## src/rtl/imgproc_msg_pkg.sv

```systemverilog
// Shared constants, FSM states and bounds decode for the image-processor message reader.
package imgproc_msg_pkg;

  localparam logic [2:0]  ADDR_STATUS = 3'd0;
  localparam logic [2:0]  ADDR_MSG    = 3'd1;
  localparam logic [2:0]  ADDR_ID     = 3'd2;
  localparam int          FLUSH_BIT   = 4;
  localparam logic [31:0] FLUSH_CMD   = 32'h1 << FLUSH_BIT;
  localparam logic [31:0] MSG_ID_RBB  = 32'h0052_4242;

  typedef enum logic [2:0] {
    POLL_WAIT, RD_STAT, RD_HDR, RD_BND, RD_PAD, LAT, PRESENT, FLUSH
  } state_t;

  typedef struct packed {
    logic [10:0] left;
    logic [10:0] right;
    logic        none;
  } bb_t;

  // x_min sits in [26:16], x_max in [10:0]; left > right flags an empty frame
  function automatic bb_t decode_bounds(input logic [31:0] w);
    bb_t r;
    r.left  = w[26:16];
    r.right = w[10:0];
    r.none  = (w[26:16] > w[10:0]);
    return r;
  endfunction

endpackage

```

## src/rtl/imgproc_msg_reader_poll_timer.sv

```systemverilog
// Loadable down-counter pacing status polls; done while the count sits at zero.
module poll_timer #(
  parameter int W = 11
) (
  input  logic         clk,
  input  logic         reset_n,
  input  logic         load,
  input  logic [W-1:0] load_val,
  input  logic         dec,
  output logic         done
);

  logic [W-1:0] cnt;

  always_ff @(posedge clk) begin
    if (!reset_n)          cnt <= '0;
    else if (load)         cnt <= load_val;
    else if (dec && !done) cnt <= cnt - 1'b1;
  end

  assign done = (cnt == '0);

endmodule

```

## src/rtl/imgproc_msg_reader.sv

```systemverilog
// Avalon-MM master draining RBB bounding-box messages from the image processor FIFO
// and presenting decoded bounds on a valid/ready stream.
module imgproc_msg_reader
  import imgproc_msg_pkg::*;
#(
  parameter int          POLL_CYCLES = 1024,
  parameter logic [31:0] MSG_ID      = MSG_ID_RBB,
  parameter int          MSG_WORDS   = 3
) (
  input  logic        clk,
  input  logic        reset_n,
  output logic [2:0]  m_address,
  output logic        m_read,
  output logic        m_write,
  output logic [31:0] m_writedata,
  input  logic [31:0] m_readdata,
  input  logic        m_waitrequest,
  output logic        bb_valid,
  input  logic        bb_ready,
  output logic [10:0] bb_left,
  output logic [10:0] bb_right,
  output logic        bb_none,
  output logic [7:0]  sync_err_cnt
);

  localparam int TW = $clog2(POLL_CYCLES + 1);
  // POLL_WAIT is entered the cycle after the load, so it lasts exactly POLL_CYCLES cycles
  localparam logic [TW-1:0] RELOAD = TW'(POLL_CYCLES - 1);

  state_t     state, state_nx, ret_q, ret_nx;
  bb_t        bb_q;
  logic [7:0] err_q;
  logic [7:0] usedw;
  logic       tmr_load, tmr_dec, tmr_done;
  logic       hdr_bad, bnd_latch;

  assign usedw = m_readdata[15:8];

  poll_timer #(.W(TW)) u_timer (
    .clk      (clk),
    .reset_n  (reset_n),
    .load     (tmr_load),
    .load_val (RELOAD),
    .dec      (tmr_dec),
    .done     (tmr_done)
  );

  always_ff @(posedge clk) begin
    if (!reset_n) begin
      state <= POLL_WAIT;
      ret_q <= POLL_WAIT;
      bb_q  <= '0;
      err_q <= '0;
    end else begin
      state <= state_nx;
      ret_q <= ret_nx;
      if (bnd_latch) bb_q <= decode_bounds(m_readdata);
      if (hdr_bad && err_q != 8'hFF) err_q <= err_q + 8'd1;
    end
  end

  always_comb begin
    state_nx    = state;
    ret_nx      = ret_q;
    m_read      = 1'b0;
    m_write     = 1'b0;
    m_address   = ADDR_STATUS;
    m_writedata = '0;
    bb_valid    = 1'b0;
    tmr_load    = 1'b0;
    tmr_dec     = 1'b0;
    hdr_bad     = 1'b0;
    bnd_latch   = 1'b0;
    case (state)
      POLL_WAIT: begin
        if (tmr_done) state_nx = RD_STAT;
        else          tmr_dec  = 1'b1;
      end
      RD_STAT, RD_HDR, RD_BND, RD_PAD: begin
        m_read    = 1'b1;
        m_address = (state == RD_STAT) ? ADDR_STATUS : ADDR_MSG;
        if (!m_waitrequest) begin
          ret_nx   = state;
          state_nx = LAT;
        end
      end
      // Data cycle; strobe is low here, which also gives the slave its idle gap
      LAT: begin
        case (ret_q)
          RD_STAT: begin
            if (int'(usedw) >= MSG_WORDS) state_nx = RD_HDR;
            else begin
              tmr_load = 1'b1;
              state_nx = POLL_WAIT;
            end
          end
          RD_HDR: begin
            if (m_readdata == MSG_ID) state_nx = RD_BND;
            else begin
              hdr_bad  = 1'b1;
              state_nx = FLUSH;
            end
          end
          RD_BND: begin
            bnd_latch = 1'b1;
            state_nx  = RD_PAD;
          end
          default: state_nx = PRESENT;
        endcase
      end
      PRESENT: begin
        bb_valid = 1'b1;
        if (bb_ready) state_nx = RD_STAT;
      end
      FLUSH: begin
        m_write     = 1'b1;
        m_writedata = FLUSH_CMD;
        if (!m_waitrequest) begin
          tmr_load = 1'b1;
          state_nx = POLL_WAIT;
        end
      end
      default: state_nx = POLL_WAIT;
    endcase
  end

  assign bb_left      = bb_q.left;
  assign bb_right     = bb_q.right;
  assign bb_none      = bb_q.none;
  assign sync_err_cnt = err_q;

endmodule

```

## config.mk

```make
export PLATFORM = sky130hd
export DESIGN_NAME = imgproc_msg_reader
export DESIGN_NICKNAME = d
export VERILOG_FILES = /design/src/rtl/imgproc_msg_pkg.sv /design/src/rtl/imgproc_msg_reader_poll_timer.sv /design/src/rtl/imgproc_msg_reader.sv
export SDC_FILE = /design/constraint.sdc
export NUM_CORES = 1
export LEC_CHECK = 0
export ABC_AREA = 1
export BUFFER_PORTS_ARGS = -buffer_cell sky130_fd_sc_hd__buf_2
export CAP_MARGIN = 5
export CORE_MARGIN = 5
export CORE_UTILIZATION = 45
export CTS_CLUSTER_SIZE = 28
export DETAILED_ROUTE_END_ITERATION = 12
export MAX_ROUTING_LAYER = met4
export PLACE_DENSITY = 0.73
export REMOVE_ABC_BUFFERS = 1
export SYNTH_ARGS = -nofsm -noshare
export SYNTH_HDL_FRONTEND = slang
export SYNTH_SLANG_ARGS = --single-unit
```

## constraint.sdc

```tcl
create_clock -name clk -period 1.94 [get_ports clk]
set_input_delay 0.194 -clock clk [delete_from_list [all_inputs] [get_ports clk]]
set_output_delay 0.194 -clock clk [all_outputs]
set_load 0.01 [all_outputs]
```

==> run_results.csv, run 1 <==
group,metric,value,unit
outcome,status,"completed",
placed_design,placed_cells,577,
clock_tree,cts_buffers,5,
critical_path,crit_type,"flop to flop",
clock_tree,cts_resized,0,
power,seqPwrFrac,33.7,%
floorplanning,core,6390,um2
synthesis,synth_area_leaders,"dfxtp_1 32%, nand2_1 10%, buf_4 8.6%",
synthesis,synth.avg_cell_area,6.79,um2
synthesis,yosysSeqAreaShare,32.4,%
power,p_int,2.17,mW
synthesis,synthFlopType,"dfxtp_1",
sta,fin_crit_sh,86.5,%
clock_tree,postCtsSetupBuffers,0,
clock_tree,post_cts_hold_buffer_count,0,
sta,setup_viol,0,
power,p_per_area,1140,nW/um2
grt,antenna_found_initial,0,
sta,worst_pin_slew,0.516,ns
floorplanning,fp-row-count,29,
clock_tree,clock_path_buffers,2,
floorplanning,ios,105,
min_path,holdCritPathClass,"input pin to flop",
route,viasPerCell,4.81,
placed_design,place_hpwl,5680,um
grt,grt_pass1_wl,11600,um
grt,grt_max_degree,25,
layout,fin_util,52.7,%
placed_design,portBuffers,71,
min_path,min_path_cells,3,
layout,drive_gt1_share,19.1,%
critical_path,worstPathRequired,2.11,ns
synthesis,synth_edf_count,0,
route,drtPass1Iterations,5,
sta,timing.final.ws_setup,0.262,ns
layout,multi_input_area,1620,um2
clock_tree,clkSlewWorstSetupHoldPaths,0.10,ns
sta,setup_tns,0,ns
layout,ff_latch_area,961,um2
synthesis,synth.top_cell.area_share,32.4,%
grt,grt-ovfl-total,0,
sta,grt_setup_unrepaired,"false",
power,cellLeakagePower,1.78,nW
power,power_frac_comb,47.3,%
clock_tree,cts-root-buf,"clkbuf_8",
critical_path,critPathArrivalTime,1.85,ns
synthesis,synth_cell_types,30,
sta,clock.fmax,0.596,GHz
synthesis,synth_most_common_cell,"nand2_1",
floorplanning,die-area,8310,um2
floorplanning,initial_core_util,46.4,%
layout,finalNetCount,557,
route,first_iter_violations,175,
grt,grt_usage,17.0,%
run,cap_violations,0,
layout,area_growth,13.4,%
route,wl_per_cell,12.2,um
synthesis,synth_top_cell_by_area,"dfxtp_1",
synthesis,synthCells,437,
route,route.detailed.drc,0,
power,ir_worst_vdd,0.00113,V
synthesis,synth_commonest_cells,"80 x nand2_1, 66 x nor2_1, 50 x inv_1, 48 x dfxtp_1, 38 x a21oi_1",
floorplanning,die_y,91.2,um
sta,drv_slew,0,
clock_tree,tritoncts,"yes",
route,wirelength,7110,um
layout,antenna_cells,0,
sta,hold_violations,0,
route,postRouteAntennaNets,0,
critical_path,worst-path-max-fanout,15,
clock_tree,clk-insertion-delay-late,0.31,ns
grt,grt_pass1_vias,2733,
power,p_switching,1.65,mW
synthesis,yosysWarnings,0,
sta,whs,0.151,ns
clock_tree,clock_sinks,48,
sta,slew_headroom,65.6,%
power,p_clk_share,19.0,%
synthesis,synth.cell_area,2970,um2
power,switching_share,43.3,%
placed_design,pre_cts_ws,0.294,ns
sta,min_period,1.68,ns
synthesis,synthArstFlopShare,0,%
clock_tree,htree_levels,2,
sta,skew,0.0149,ns
placed_design,gp_congestion,0.875,
route,vias,2814,
critical_path,startpoint_type,"flop",
floorplanning,fp.dieW,91.2,um
critical_path,rr_worst_depth,9,
synthesis,synth.ff_latch_count,48,
critical_path,crit_path_end_kind,"flop",
layout,layout.cells.non_filler,585,
layout,fillCellCount,642,
-- critical path, stage by stage, from the launching register on --
cell     delay (ns)
dfxtp_1        0.32
inv_1          0.16
ha_1           0.18
inv_1          0.04
nor2_1         0.11
nand3_2        0.12
nand2_2        0.25
inv_1          0.14
a21oi_1        0.15
a21oi_1        0.08
-- area by class of cell --
class                   instances  area share (%)
flip-flops and latches         48            28.6
multi-input cells             325            48.1
repair buffers                 74            11.2
clock buffers                   5            2.05
inverters                      53            5.92
clock inverters                 3            1.26
well taps                      77            2.86
-- per-stage QoR --
stage / total power [mW] / cell area (um2)
floorplan: 2.68 / 2780
global placement: 3.04 / 3250
detailed placement: 3.09 / 3250
CTS: 3.82 / 3360
global route: 4.16 / 3360
finish: 3.82 / 3360
-- layer usage --
metal	vias up	wire length, um	share of wire (%)	GRT usage (%)
met3	3	485	6.8	3.72
met5	-	0	0	-
met2	98	3340	47	29.3
met4	0	33	0.46	4.65
met1	1250	3260	46	19.8
li1	1463	-	-	-
-- registers in the layout, indices dropped and copies added (netlist names) --
signal and count:
bb_right 11, sync_err_cnt 8, bb_left 11, u_timer.cnt 11
state 3, bb_none 1, ret_q 3
-- power by group through the flow --
| stage | sequential, mW | combinational, mW | clock, mW |
|---|---|---|---|
| 6_report | 1.29 | 1.81 | 0.728 |
| 5_1_grt | 1.31 | 2.06 | 0.785 |
| 4_1_cts | 1.29 | 1.79 | 0.744 |
| 3_5_place_dp | 1.31 | 1.78 | 0 |
| 3_3_place_gp | 1.30 | 1.74 | 0 |
| 2_1_floorplan | 1.27 | 1.41 | 0 |
-- layout by cell type (no fill, tap or decap) --
cell	count
a21oi_1	38
a21oi_4	1
a31oi_1	1
and2_4	1
buf_2	71
buf_4	3
bufinv_16	1
clkbuf_8	5
clkinv_1	1
clkinv_2	1
clkinvlp_4	1
conb_1	33
dfxtp_1	48
ha_1	14
inv_1	50
inv_2	2
nand2_1	80
nand2_2	1
nand2_4	1
nand3_1	21
nand3_2	3
nand4_1	7
nor2_1	66
nor2_2	3
nor2_4	2
nor3_1	4
o21a_1	2
o21ai_0	36
o21ai_2	1
xnor2_1	3
xor2_1	7
-- final timing paths --
check / slack, ns / end / from
setup reg to reg: 0.26 / u_timer.cnt[5]$_SDFFE_PN0P_ / u_timer.cnt[0]$_SDFFE_PN0P_
setup / recovery: 0.26 / u_timer.cnt[5]$_SDFFE_PN0P_ / u_timer.cnt[0]$_SDFFE_PN0P_
hold / removal: 0.15 / bb_left[6]$_SDFFE_PN0P_ / m_readdata[22]
hold reg to reg: 0.50 / u_timer.cnt[0]$_SDFFE_PN0P_ / u_timer.cnt[0]$_SDFFE_PN0P_
-- cells by family (layout without fill, tap and decap cells) --
group,Yosys count,in the layout,synth area share (%)
AND/OR/NAND/NOR,189,189,27.5
buffers and inverters,96,135,17.1
AO/OA/AOI/OAI,79,79,14.1
flip-flops,48,48,32.4
adder cells (fa/ha/maj),14,14,5.91
XOR/XNOR,10,10,2.95
other,1,33,0.126
Note: power is estimated with default switching activity, not from simulation.
==> run 2, diff against run 1 <==
--- a/config.mk
+++ b/config.mk
@@ -14,6 +14,7 @@
 export DETAILED_ROUTE_END_ITERATION = 12
 export MAX_ROUTING_LAYER = met4
-export PLACE_DENSITY = 0.73
+export PLACE_DENSITY_LB_ADDON = 0.15
 export REMOVE_ABC_BUFFERS = 1
+export SKIP_CTS_REPAIR_TIMING = 1
 export SYNTH_ARGS = -nofsm -noshare
 export SYNTH_HDL_FRONTEND = slang
==> constraint.sdc (replaced) <==
create_clock -name clk -period 1.94 [get_ports clk]
set_input_delay 0.194 -clock clk [delete_from_list [all_inputs] [get_ports clk]]
set_output_delay 0.194 -clock clk [all_outputs]
set_load 0.005 [all_outputs]
==> run_results.csv, run 2 (same netlist as run 1, synthesis figures left out) <==
group,metric,value,unit
outcome,status,"completed",
layout,finalInstanceArea,3380,um2
layout,ff_latch_area,961,um2
clock_tree,tritoncts,"yes",
sta,hold_violations,0,
critical_path,cp_num_cells,9,
run,cap_violations,0,
sta,fin_crit_sh,88.3,%
route,viasPerCell,4.74,
critical_path,reg2reg_to,"u_timer.cnt[5]$_SDFFE_PN0P_",
critical_path,crit_slowest_cell,"dfxtp_1",
grt,grt-ovfl-total,0,
power,p_total,3.85,mW
clock_tree,cts-root-buf,"clkbuf_8",
sta,min_period,1.71,ns
power,cellLeakagePower,1.79,nW
critical_path,rrSetupSlack,0.23,ns
route,first_iter_violations,180,
sta,setup_tns,0,ns
placed_design,place_hpwl,5390,um
clock_tree,clock_sinks,48,
grt,antenna_found_initial,0,
layout,final_common_cell,"nand2_1",
power,p_switching,1.61,mW
power,p_clk_share,20.9,%
route,route.detailed.drc,0,
route,drtPass1Iterations,4,
grt,grt_usage,17.6,%
clock_tree,clkSlewWorstSetupHoldPaths,0.09,ns
power,p_int,2.24,mW
floorplanning,die-area,8310,um2
layout,layout_common_cells,"80 x nand2_1, 71 x buf_2, 66 x nor2_1",
critical_path,critPathTopFamily,"simple AND/OR/NAND/NOR gates",
grt,grt_pass1_wl,12100,um
floorplanning,die_y,91.2,um
floorplanning,fp.dieW,91.2,um
power,ir_worst_vdd,0.000564,V
floorplanning,core,6390,um2
route,wirelength,6960,um
placed_design,portBuffers,71,
layout,antenna_cells,0,
layout,area_growth,13.9,%
sta,slew_headroom,65.9,%
floorplanning,initial_core_util,46.4,%
sta,worst_pin_slew,0.512,ns
placed_design,placed_cells,577,
layout,multi_input_area,1620,um2
critical_path,rr_startpoint,"u_timer.cnt[0]$_SDFFE_PN0P_",
critical_path,startpoint_type,"flop",
critical_path,crit_type,"flop to flop",
layout,drive_gt1_share,19.1,%
critical_path,crit_path_frequent_cell,"inv_1",
placed_design,placed_area,3250,um2
critical_path,critPathBufInv,3,
critical_path,crit_chain,"inv_1 > ha_1 > inv_1 > nor2_1 > nand3_2 > nand2_2 > inv_1 > a21oi_1 > a21oi_1",
layout,finalNetCount,557,
placed_design,gp_congestion,0.838,
clock_tree,htree_levels,2,
layout,fin_util,52.9,%
critical_path,crit_path_end_kind,"flop",
sta,skew,0.00720,ns
clock_tree,clock_path_buffers,2,
layout,fillCellCount,664,
route,vias,2771,
critical_path,worst-path-max-fanout,15,
power,p_per_area,1140,nW/um2
power,power_frac_comb,45.7,%
min_path,holdCritPathClass,"input pin to flop",
critical_path,rr_worst_depth,9,
sta,drv_slew,0,
route,postRouteAntennaNets,0,
clock_tree,clk-insertion-delay-late,0.31,ns
grt,grt_pass1_vias,2604,
floorplanning,ios,105,
sta,clock.fmax,0.584,GHz
critical_path,timing.critical_path.from,"u_timer.cnt[0]$_SDFFE_PN0P_",
critical_path,slowest_delay,0.32,ns
critical_path,critPathArrivalTime,1.89,ns
critical_path,worstPathRequired,2.11,ns
clock_tree,cts_buffers,5,
layout,layout.cells.non_filler,585,
floorplanning,fp-row-count,29,
sta,grt_setup_unrepaired,"false",
power,switching_share,41.8,%
power,seqPwrFrac,33.4,%
critical_path,crit_end,"u_timer.cnt[5]$_SDFFE_PN0P_",
sta,setup_viol,0,
route,wl_per_cell,11.9,um
grt,grt_max_degree,37,
==> run 2: layout make-up <==
class / count / area share (%)
inverter: 53 / 5.89
timing repair buffer: 74 / 11.2
sequential: 48 / 28.4
clock buffer: 7 / 2.85
clock inverter: 1 / 0.889
tap: 77 / 2.85
multi-input combinational: 325 / 47.9
==> run 2: per-layer routing <==
metal	vias to the layer above	track usage, %	part of all wire [%]
met5	-	-	0
met2	86	27.0	45
met3	9	4.21	7.3
li1	1466	-	-
met1	1210	23.2	47
met4	0	4.52	1.2
==> run 2: how the worst min path moves through the flow <==
stage | startpoint | endpoint | slack (ns) | cells past startpoint
floorplan | reset_n | u_timer.cnt[2]$_SDFFE_PN0P_ | 0.29 | 2
global placement | m_readdata[21] | bb_left[5]$_SDFFE_PN0P_ | 0.46 | 3
detailed placement | m_readdata[18] | bb_left[2]$_SDFFE_PN0P_ | 0.46 | 3
CTS | m_readdata[18] | bb_left[2]$_SDFFE_PN0P_ | 0.13 | 3
global route | m_readdata[16] | bb_left[0]$_SDFFE_PN0P_ | 0.14 | 3
finish | m_readdata[18] | bb_left[2]$_SDFFE_PN0P_ | 0.14 | 3
==> run 2: stage by stage <==
stage	hold slack (ns)	setup slack (ns)
2_1_floorplan	0.292	0.390
3_3_place_gp	0.462	0.330
3_5_place_dp	0.464	0.257
4_1_cts	0.134	0.236
5_1_grt	0.141	0.0787
6_report	0.140	0.226
==> run 2: worst min-delay path: cells and delay by family <==
kind,cells,cell delay [ns]
compound gates,1,0.05
buf+inv,2,0.17
==> run 2: power by group through the flow <==
stage / registers [mW] / logic (mW) / clock network [mW]
floorplan: 1.27 / 1.38 / 0
global placement: 1.30 / 1.72 / 0
detailed placement: 1.31 / 1.74 / 0
CTS: 1.29 / 1.76 / 0.820
global route: 1.32 / 2.03 / 0.867
finish: 1.29 / 1.76 / 0.806
